`config.mk`:
```
export PLATFORM = sky130hd
export DESIGN_NAME = imem_loader
export DESIGN_NICKNAME = d
export VERILOG_FILES = /design/src/rtl/imem_loader_pkg.sv /design/src/rtl/byte_packer.sv /design/src/rtl/imem_loader.sv
export SDC_FILE = /design/constraint.sdc
export NUM_CORES = 1
export LEC_CHECK = 0
export CORE_ASPECT_RATIO = 1.4
export CORE_UTILIZATION = 35
export DETAILED_ROUTE_END_ITERATION = 12
export HOLD_SLACK_MARGIN = 0.08
export PLACE_DENSITY_LB_ADDON = 0.25
export SLEW_MARGIN = 5
export SYNTH_ARGS = -nofsm -noshare
export SYNTH_HDL_FRONTEND = slang
export SYNTH_SLANG_ARGS = --single-unit
```
`constraint.sdc`:
```
create_clock -name clk -period 2.6 [get_ports clk]
set_input_delay 0.26 -clock clk [delete_from_list [all_inputs] [get_ports clk]]
set_output_delay 0.26 -clock clk [all_outputs]
set_load 0.01 [all_outputs]
```
`src/rtl/imem_loader_pkg.sv`:
```
// Shared types and constants for the instruction-memory boot loader.
package imem_loader_pkg;

    localparam int WORD_BYTES = 4;
    localparam int BCNT_W     = $clog2(WORD_BYTES);

    typedef enum logic [2:0] {
        ST_IDLE,
        ST_LEN,
        ST_DATA,
        ST_CSUM,
        ST_DONE
    } imem_loader_state_t;

endpackage

```
`src/rtl/byte_packer.sv`:
```
// Packs a big-endian byte stream into 32-bit words. The first three bytes
// of a word are held in a shift register; the fourth byte is taken straight
// from the input, so `word`/`word_valid` are presented in the same cycle the
// last byte is accepted. Used for length, data and checksum words alike.
module byte_packer
    import imem_loader_pkg::*;
(
    input  logic        clk,
    input  logic        rst,
    input  logic        clear,
    input  logic        in_fire,
    input  logic [7:0]  in_byte,
    output logic [31:0] word,
    output logic        word_valid
);

    logic [BCNT_W-1:0] cnt_q, cnt_d;
    logic [23:0]       sh_q, sh_d;

    // Advance byte count and shift in the byte on every accepted transfer.
    always_comb begin
        cnt_d = cnt_q;
        sh_d  = sh_q;
        if (clear) begin
            cnt_d = '0;
            sh_d  = '0;
        end else if (in_fire) begin
            cnt_d = cnt_q + BCNT_W'(1);
            sh_d  = {sh_q[15:0], in_byte};
        end
    end

    assign word       = {sh_q, in_byte};
    assign word_valid = in_fire && !clear && (cnt_q == BCNT_W'(WORD_BYTES - 1));

    // Byte counter and partial-word storage.
    always_ff @(posedge clk) begin
        if (rst) begin
            cnt_q <= '0;
            sh_q  <= '0;
        end else begin
            cnt_q <= cnt_d;
            sh_q  <= sh_d;
        end
    end

endmodule

```
`src/rtl/imem_loader.sv`:
```
// Boot-time instruction-memory writer: length word, N data words written at
// word addresses 0..N-1, optional trailing checksum word. Holds the CPU in
// reset until a complete image has landed.
// Optional feature macro: IMEM_LOADER_CHECKSUM_EN (adds CSUM state + sum).
module imem_loader
    import imem_loader_pkg::*;
#(
    parameter int ADDR_W = 10
) (
    input  logic              clk,
    input  logic              rst,
    input  logic              start,
    input  logic [7:0]        in_data,
    input  logic              in_valid,
    output logic              in_ready,
    output logic              im_we,
    output logic [ADDR_W-1:0] im_addr,
    output logic [31:0]       im_wdata,
    output logic              cpu_hold,
    output logic              busy,
    output logic              done,
    output logic              err
);

    localparam logic [31:0] MAX_WORDS = 32'd1 << ADDR_W;

    imem_loader_state_t state_q, state_d;
    logic [ADDR_W:0]    n_q, n_d;
    logic [ADDR_W-1:0]  idx_q, idx_d;
    logic               im_we_q, im_we_d;
    logic [ADDR_W-1:0]  im_addr_q, im_addr_d;
    logic [31:0]        im_wdata_q, im_wdata_d;
    logic               cpu_hold_q, cpu_hold_d;
    logic               done_q, done_d;
    logic               err_q, err_d;
`ifdef IMEM_LOADER_CHECKSUM_EN
    logic [31:0]        sum_q, sum_d;
`endif

    logic        fire, pk_clear, pk_valid, last_word;
    logic [31:0] pk_word;

    assign busy      = (state_q == ST_LEN) || (state_q == ST_DATA) || (state_q == ST_CSUM);
    assign in_ready  = busy;
    assign fire      = in_valid && in_ready;
    // A fresh load always starts from an empty packer.
    assign pk_clear  = start && ((state_q == ST_IDLE) || (state_q == ST_DONE));
    assign last_word = ({1'b0, idx_q} == (n_q - (ADDR_W + 1)'(1)));

    byte_packer u_packer (
        .clk        (clk),
        .rst        (rst),
        .clear      (pk_clear),
        .in_fire    (fire),
        .in_byte    (in_data),
        .word       (pk_word),
        .word_valid (pk_valid)
    );

    // Next-state and next-output logic for the load sequencer.
    always_comb begin
        state_d    = state_q;
        n_d        = n_q;
        idx_d      = idx_q;
        im_we_d    = 1'b0;
        im_addr_d  = im_addr_q;
        im_wdata_d = im_wdata_q;
        cpu_hold_d = cpu_hold_q;
        done_d     = done_q;
        err_d      = err_q;
`ifdef IMEM_LOADER_CHECKSUM_EN
        sum_d      = sum_q;
`endif
        case (state_q)
            ST_IDLE, ST_DONE: begin
                if (start) begin
                    state_d    = ST_LEN;
                    idx_d      = '0;
                    done_d     = 1'b0;
                    err_d      = 1'b0;
                    cpu_hold_d = 1'b1;
`ifdef IMEM_LOADER_CHECKSUM_EN
                    sum_d      = '0;
`endif
                end
            end
            ST_LEN: begin
                if (pk_valid) begin
                    n_d = pk_word[ADDR_W:0];
                    if (pk_word > MAX_WORDS) begin
                        err_d   = 1'b1;
                        state_d = ST_DONE;
                    end else if (pk_word == '0) begin
`ifdef IMEM_LOADER_CHECKSUM_EN
                        state_d = ST_CSUM;
`else
                        state_d    = ST_DONE;
                        done_d     = 1'b1;
                        cpu_hold_d = 1'b0;
`endif
                    end else begin
                        state_d = ST_DATA;
                    end
                end
            end
            ST_DATA: begin
                if (pk_valid) begin
                    im_we_d    = 1'b1;
                    im_addr_d  = idx_q;
                    im_wdata_d = pk_word;
                    idx_d      = idx_q + ADDR_W'(1);
`ifdef IMEM_LOADER_CHECKSUM_EN
                    sum_d      = sum_q + pk_word;
                    if (last_word) state_d = ST_CSUM;
`else
                    if (last_word) begin
                        state_d    = ST_DONE;
                        done_d     = 1'b1;
                        cpu_hold_d = 1'b0;
                    end
`endif
                end
            end
`ifdef IMEM_LOADER_CHECKSUM_EN
            ST_CSUM: begin
                if (pk_valid) begin
                    state_d = ST_DONE;
                    if (pk_word == sum_q) begin
                        done_d     = 1'b1;
                        cpu_hold_d = 1'b0;
                    end else begin
                        err_d = 1'b1;
                    end
                end
            end
`endif
            default: state_d = ST_IDLE;
        endcase
    end

    // State and registered outputs; reset aborts any load in flight.
    always_ff @(posedge clk) begin
        if (rst) begin
            state_q    <= ST_IDLE;
            n_q        <= '0;
            idx_q      <= '0;
            im_we_q    <= 1'b0;
            im_addr_q  <= '0;
            im_wdata_q <= '0;
            cpu_hold_q <= 1'b1;
            done_q     <= 1'b0;
            err_q      <= 1'b0;
`ifdef IMEM_LOADER_CHECKSUM_EN
            sum_q      <= '0;
`endif
        end else begin
            state_q    <= state_d;
            n_q        <= n_d;
            idx_q      <= idx_d;
            im_we_q    <= im_we_d;
            im_addr_q  <= im_addr_d;
            im_wdata_q <= im_wdata_d;
            cpu_hold_q <= cpu_hold_d;
            done_q     <= done_d;
            err_q      <= err_d;
`ifdef IMEM_LOADER_CHECKSUM_EN
            sum_q      <= sum_d;
`endif
        end
    end

    assign im_we    = im_we_q;
    assign im_addr  = im_addr_q;
    assign im_wdata = im_wdata_q;
    assign cpu_hold = cpu_hold_q;
    assign done     = done_q;
    assign err      = err_q;

endmodule

```
After elaboration in Yosys (flattened, before gate mapping)
Cells that the tools add are included.
{ "op_classes": {"n_lt_le_gt_ge": 1, "bitwise": 1, "n_eq_ne": 13, "add_sub_neg": 3, "n_mux": 28, "n_reduce_logical": 22} }
{ "ops": {"columns": ["operator", "n"], "rows": [
  ["greater-than comparator 32 x 11 -> 1 bit (second input constant)", 1],
  ["logical NOT 32 bit", 1],
  ["two-way mux 10 bit", 2],
  ["case mux 10 bit (2 select lines)", 1],
  ["two-way mux 3 bit", 6],
  ["two-way mux 1 bit", 15],
  ["== test 10 x 11 -> 1 bit", 1],
  ["subtractor 11 x 1 -> 11 bit (second input constant)", 1],
  ["adder 10 x 1 -> 10 bit (second input constant)", 1],
  ["!= test 2 bit (second input constant)", 5],
  ["case mux 3 bit (3 select lines)", 1],
  ["AND reduction 4 bit", 2],
  ["AND reduction 7 bit", 1],
  ["== test 3 x 2 -> 1 bit (second input constant)", 2],
  ["case mux 1 bit (3 select lines)", 2],
  ["OR reduction 2 bit", 3],
  ["logical AND 1 bit", 4],
  ["!= test 2 x 1 -> 1 bit (second input constant)", 2],
  ["AND reduction 2 bit", 2],
  ["nonzero test 2 bit", 2],
  ["== test 3 x 1 -> 1 bit (second input constant)", 1],
  ["== test 3 bit (second input constant)", 1],
  ["logical NOT 3 bit", 1],
  ["logical OR 1 bit", 3],
  ["other kinds (7)", 7]
]} }
{ "word_totals": {"ff_bits": 96, "out_inout_bits": 48, "inputBits": 12, "word_cells": 79} }

Longest topological paths before layout
{ "depth": {"depth_word": 8, "depth_mapped": 8, "mapped_depth_nobuf": 8} }

Modules after synthesis
Synthesis repeated with hierarchy kept, for this count alone.
{ "unflattened": {"hier_cells": 509, "area_unflattened_um2": 4185.3} }
{ "modules_own_cells": {"columns": ["module", "cells_each", "n_inst", "area_each_um2", "seq_area_each_um2"], "rows": [
  ["imem_loader", 414, 1, 3141.8, 1401.3],
  ["byte_packer", 95, 1, 1043.5, 520.5]
]} }

Worst setup path before layout
Ideal clock, no wire load.
{ "synth_path": {"path_kind": "register to register", "start": "reg n_q[0]", "end": "reg state_q[1]", "path_stages_with_launch": 9, "path_buffers": 0, "period_less_slack_ns": 2.229, "setup_ns": 0.120, "slack_ns": 0.371, "t_arrival_ns": 2.109, "t_required_ns": 2.480, "cell_sequence": "dfxtp_1 > inv_1 > ha_1 > nor4b_4 > nand3b_2 > or4b_1 > nand4_1 > nand4_2 > o31a_1"} }
{ "synth_between": {"elab_chain_len": 4} }
{ "synth_rtl": {"columns": ["item", "line_no", "text"], "rows": [
  ["from (decl)", "imem_loader.sv:28", "logic [ADDR_W:0] n_q, n_d;"],
  ["from (signal assigned)", "imem_loader.sv:158", "n_q <= n_d;"],
  ["subtractor 11 x 1 -> 11 bit", "imem_loader.sv:48", "assign last_word = ({1'b0, idx_q} == (n_q - (ADDR_W + 1)'(1)));"],
  ["== test 10 x 11 -> 1 bit", "imem_loader.sv:48", null],
  ["!= test 2 bit (no source line)", null, null],
  ["AND reduction 4 bit (no source line)", null, null],
  ["to (signal assigned)", "imem_loader.sv:157", "state_q <= state_d;"],
  ["to (decl)", "imem_loader.sv:27", "imem_loader_state_t state_q, state_d;"]
]} }
No other way between the ends.
A chain may end at the register's enable or synchronous reset.

Final worst setup path
{ "layout_path": {"start": "reg n_q[0]", "end": "reg cpu_hold_q, in the netlist cpu_hold"} }
{ "layout_between": {"elab_chain_len": 4} }
{ "layout_rtl": {"columns": ["item", "line_no", "text"], "rows": [
  ["subtractor 11 x 1 -> 11 bit", "imem_loader.sv:48", null],
  ["== test 10 x 11 -> 1 bit", "imem_loader.sv:48", null],
  ["!= test 2 bit (no source line)", null, null],
  ["AND reduction 7 bit (no source line)", null, null],
  ["to (signal assigned)", "imem_loader.sv:163", "cpu_hold_q <= cpu_hold_d;"],
  ["to (decl)", "imem_loader.sv:33", "logic cpu_hold_q, cpu_hold_d;"]
]} }
No other way between the ends.

==> impl_metrics.json <==
{
  "place_congestion": 0.861,
  "synthFlopType": "dfxtp_1",
  "slew_violations": 0,
  "wl_per_cell_um": 14.9,
  "num_rows": 45,
  "drive_gt1_share_pct": 5.84,
  "grt-ovfl-total": 0,
  "synth_cell_types": 52,
  "seq_area_mm2": 0.00192,
  "synth_warnings": 0,
  "crit_path_start": "n_q[0]$_SDFFE_PP0P_",
  "crit_arrival_ns": 2.57,
  "drt_pass1_iterations": 4,
  "reg2reg_slack_ns": 0.27,
  "timing.rr.start": "n_q[0]$_SDFFE_PP0P_",
  "fmax_ghz": 0.428,
  "cts_sinks": 96,
  "port_buffers": 59,
  "ir_drop_mv": 0.328,
  "drt_iter0_drc": 243,
  "finalHoldViolations": 0,
  "track_usage_pct": 19.0,
  "synth-seq-cells": 96,
  "hold_buffers": 0,
  "path_cells": "inv_1 > ha_1 > nor4b_4 > nand3b_2 > or4b_1 > nand4_1 > nand4_2 > o31a_1",
  "cts_resized": 0,
  "cp_max_fo": 6,
  "fin_crit_sh_pct": 89.8,
  "grt_pass1_wl_um": 17600,
  "dp_hpwl_um": 7540,
  "worstSetupStartpointType": "flop",
  "placed_area_mm2": 0.00473,
  "syn_to_final_growth_pct": 24.2,
  "die_x_um": 92.6,
  "ant_nets": 0,
  "crit_buf_inv": 1,
  "outcome": "finished clean",
  "cts_root_buffer": "clkbuf_16",
  "first_global_vias": 3603,
  "drt-total-wl_um": 10500,
  "tns_ns": 0,
  "fillCellCount": 1158,
  "clk_latency_ns": 0.34,
  "crit_type": "flop to flop",
  "finalInstanceArea_mm2": 0.00499,
  "cts_tree": "yes",
  "switching_power_uw": 758,
  "ios": 60,
  "power.total_uw": 3030,
  "die_area_mm2": 0.0119,
  "via_per_inst": 5.21,
  "drc": 0,
  "cts_max_level": 3,
  "initial_utilization_pct": 36.4,
  "hp-class": "flop to flop",
  "syn_area_per_cell_um2": 7.79,
  "p_leak_uw": 0.00166,
  "crit_slowest_cell": "or4b_1",
  "clock_path_buffers": 2,
  "slew_headroom_pct": 44.4,
  "core_mm2": 0.0110,
  "synth_edf_count": 0,
  "synthesis.nets": 531,
  "cts_setup_buffers": 0,
  "synthCells": 516,
  "power_density_mw_per_mm2": 607,
  "die_height_um": 129,
  "worst_pin_slew_ns": 0.832,
  "p_int_uw": 2270,
  "min_period_ns": 2.33,
  "setup_viol": 0,
  "rsz0062_at_grt": "false",
  "routed-via-count": 3675,
  "multi_input_area_mm2": 0.00194,
  "sequentialPowerShare_pct": 50.6,
  "required_ns": 2.83,
  "reg2regPathDepth": 8,
  "crit_path_end": "cpu_hold$_SDFFE_PP1P_",
  "ys_async_sr_fraction_pct": 0,
  "nNetsFinal": 577,
  "cts_made_buffers": 9,
  "r2r-end": "cpu_hold$_SDFFE_PP1P_",
  "critical_path_depth": 8,
  "synth-seq-area-share_pct": 47.8,
  "worst_slack_ns": 0.266,
  "syn_area_mm2": 0.00402,
  "cpPeakStageDelay_ns": 0.51,
  "drv_cap": 0,
  "clk_pin_slew_worst_paths_ns": 0.06,
  "crit_family": "simple AND/OR/NAND/NOR gates",
  "hold_ws_ns": 0.455,
  "fin_skew_ns": 0.00669,
  "grt_max_degree": 63,
  "netSwitchingFraction_pct": 25.0,
  "clockPowerShare_pct": 39.7,
  "cp-end-kind": "flop",
  "antenna_found_initial": 0,
  "antenna_cells": 0,
  "combPwrFrac_pct": 9.7,
  "dp_slack_ns": 0.134
}
[power by group through the flow]
| stage | Combinational, µW | Sequential [µW] | Clock [µW] |
|---|---|---|---|
| after global placement | 290 | 1570 | 0 |
| after detailed placement | 296 | 1570 | 0 |
| after floorplan | 190 | 1550 | 0 |
| after global routing | 326 | 1540 | 1290 |
| final | 294 | 1530 | 1200 |
| after CTS | 297 | 1530 | 1230 |
[synth_stat cells, types with 2 or more instances]
library cell  instances  area share [%]
nor3_1                5            0.62
a21oi_1              85              11
nor2_1               26             2.4
o31ai_1               4            0.75
nand4_1               7             1.1
a31oi_1               3            0.47
xnor2_1              10             2.2
and3_1                2            0.31
nand3b_1              2            0.37
and2_1                3            0.47
and4_1                2            0.44
nand2b_1              4            0.62
dfxtp_1              96              48
nand3_1               7            0.87
nor4_1                8             1.2
xor2_1                9             2.0
clkbuf_1             29             2.7
inv_1                 5            0.47
nand2_1             167              16
or2_2                 2            0.31
a211oi_1              3            0.56
o31a_1                2            0.44
ha_1                  3            0.93
buf_2                 4            0.50
[layout make-up]
cell class	instances	area share (%)
clock buffer	11	4.86
clock inverter	3	0.401
inverter	5	0.376
multi-input combinational	380	38.9
sequential	96	38.5
tap	141	3.53
timing repair buffer	70	13.4
[cells by family (layout without fill, tap and decap cells)]
| family | count (synthesis) | after routing | share of synthesized area (%) |
|---|---|---|---|
| buffers and inverters | 40 | 89 | 3.95 |
| muxes | 1 | 1 | 0.280 |
| adders and majority gates | 3 | 3 | 0.934 |
| and+or+nand+nor | 246 | 246 | 27.2 |
| xor gates and xnor gates | 19 | 19 | 4.14 |
| AOI/OAI and AO/OA | 111 | 111 | 15.7 |
| DFF | 96 | 96 | 47.8 |
[layer usage]
layer | GRT usage, % | routed length, µm
met3 | 3.78 | 286
met2 | 32.7 | 5460
met1 | 21.8 | 4360
met4 | 11.1 | 442
met5 | 0 | 0
[registers in the layout, indices dropped and copies added, names as in the netlist]
name            count
cpu_hold            1
done                1
err                 1
idx_q              10
im_addr            10
im_wdata           32
im_we               1
n_q                11
state_q             3
u_packer.cnt_q      2
u_packer.sh_q      24
[worst min-delay path by stage]
stage | startpoint | to | slack, ns | depth (start not counted)
2_1_floorplan | in_data[5] | u_packer.sh_q[5]$_SDFFE_PP0P_ | 0.40 | 2
3_3_place_gp | im_wdata[10]$_SDFFE_PP0P_ | im_wdata[10]$_SDFFE_PP0P_ | 0.44 | 2
3_5_place_dp | im_wdata[21]$_SDFFE_PP0P_ | im_wdata[21]$_SDFFE_PP0P_ | 0.45 | 2
4_1_cts | im_wdata[1]$_SDFFE_PP0P_ | im_wdata[1]$_SDFFE_PP0P_ | 0.46 | 2
5_1_grt | im_addr[0]$_SDFFE_PP0P_ | im_addr[0]$_SDFFE_PP0P_ | 0.48 | 2
6_report | im_wdata[3]$_SDFFE_PP0P_ | im_wdata[3]$_SDFFE_PP0P_ | 0.46 | 2
[metrics by stage]
stage          utilization (%)  instances
3_5_place_dp              42.8        692
6_report                  45.2        706
5_1_grt                   45.2        706
2_1_floorplan                -        516
4_1_cts                   45.2        706
3_3_place_gp              42.8        692
[placed cells by master, fill, tap and decap left out, types with 3 or more instances in the layout]
cell               n
a211oi_1           3
and2_1             3
xnor2_1           10
nand3_1            7
ha_1               3
nor2_1            26
nor3_1             5
buf_4             11
xor2_1             9
a21oi_1           85
clkdlybuf4s50_1   58
nand2b_1           4
inv_1              5
nand2_1          167
clkbuf_16          9
o31ai_1            4
nor4_1             8
dfxtp_1           96
a31oi_1            3
nand4_1            7
[worst register-to-register path: stages, from the launching register on]
cell,delay (ns)
dfxtp_1,0.36
inv_1,0.08
ha_1,0.26
nor4b_4,0.26
nand3b_2,0.14
or4b_1,0.51
nand4_1,0.14
nand4_2,0.15
o31a_1,0.32
No activity file was read; power rests on OpenSTA's default activity.
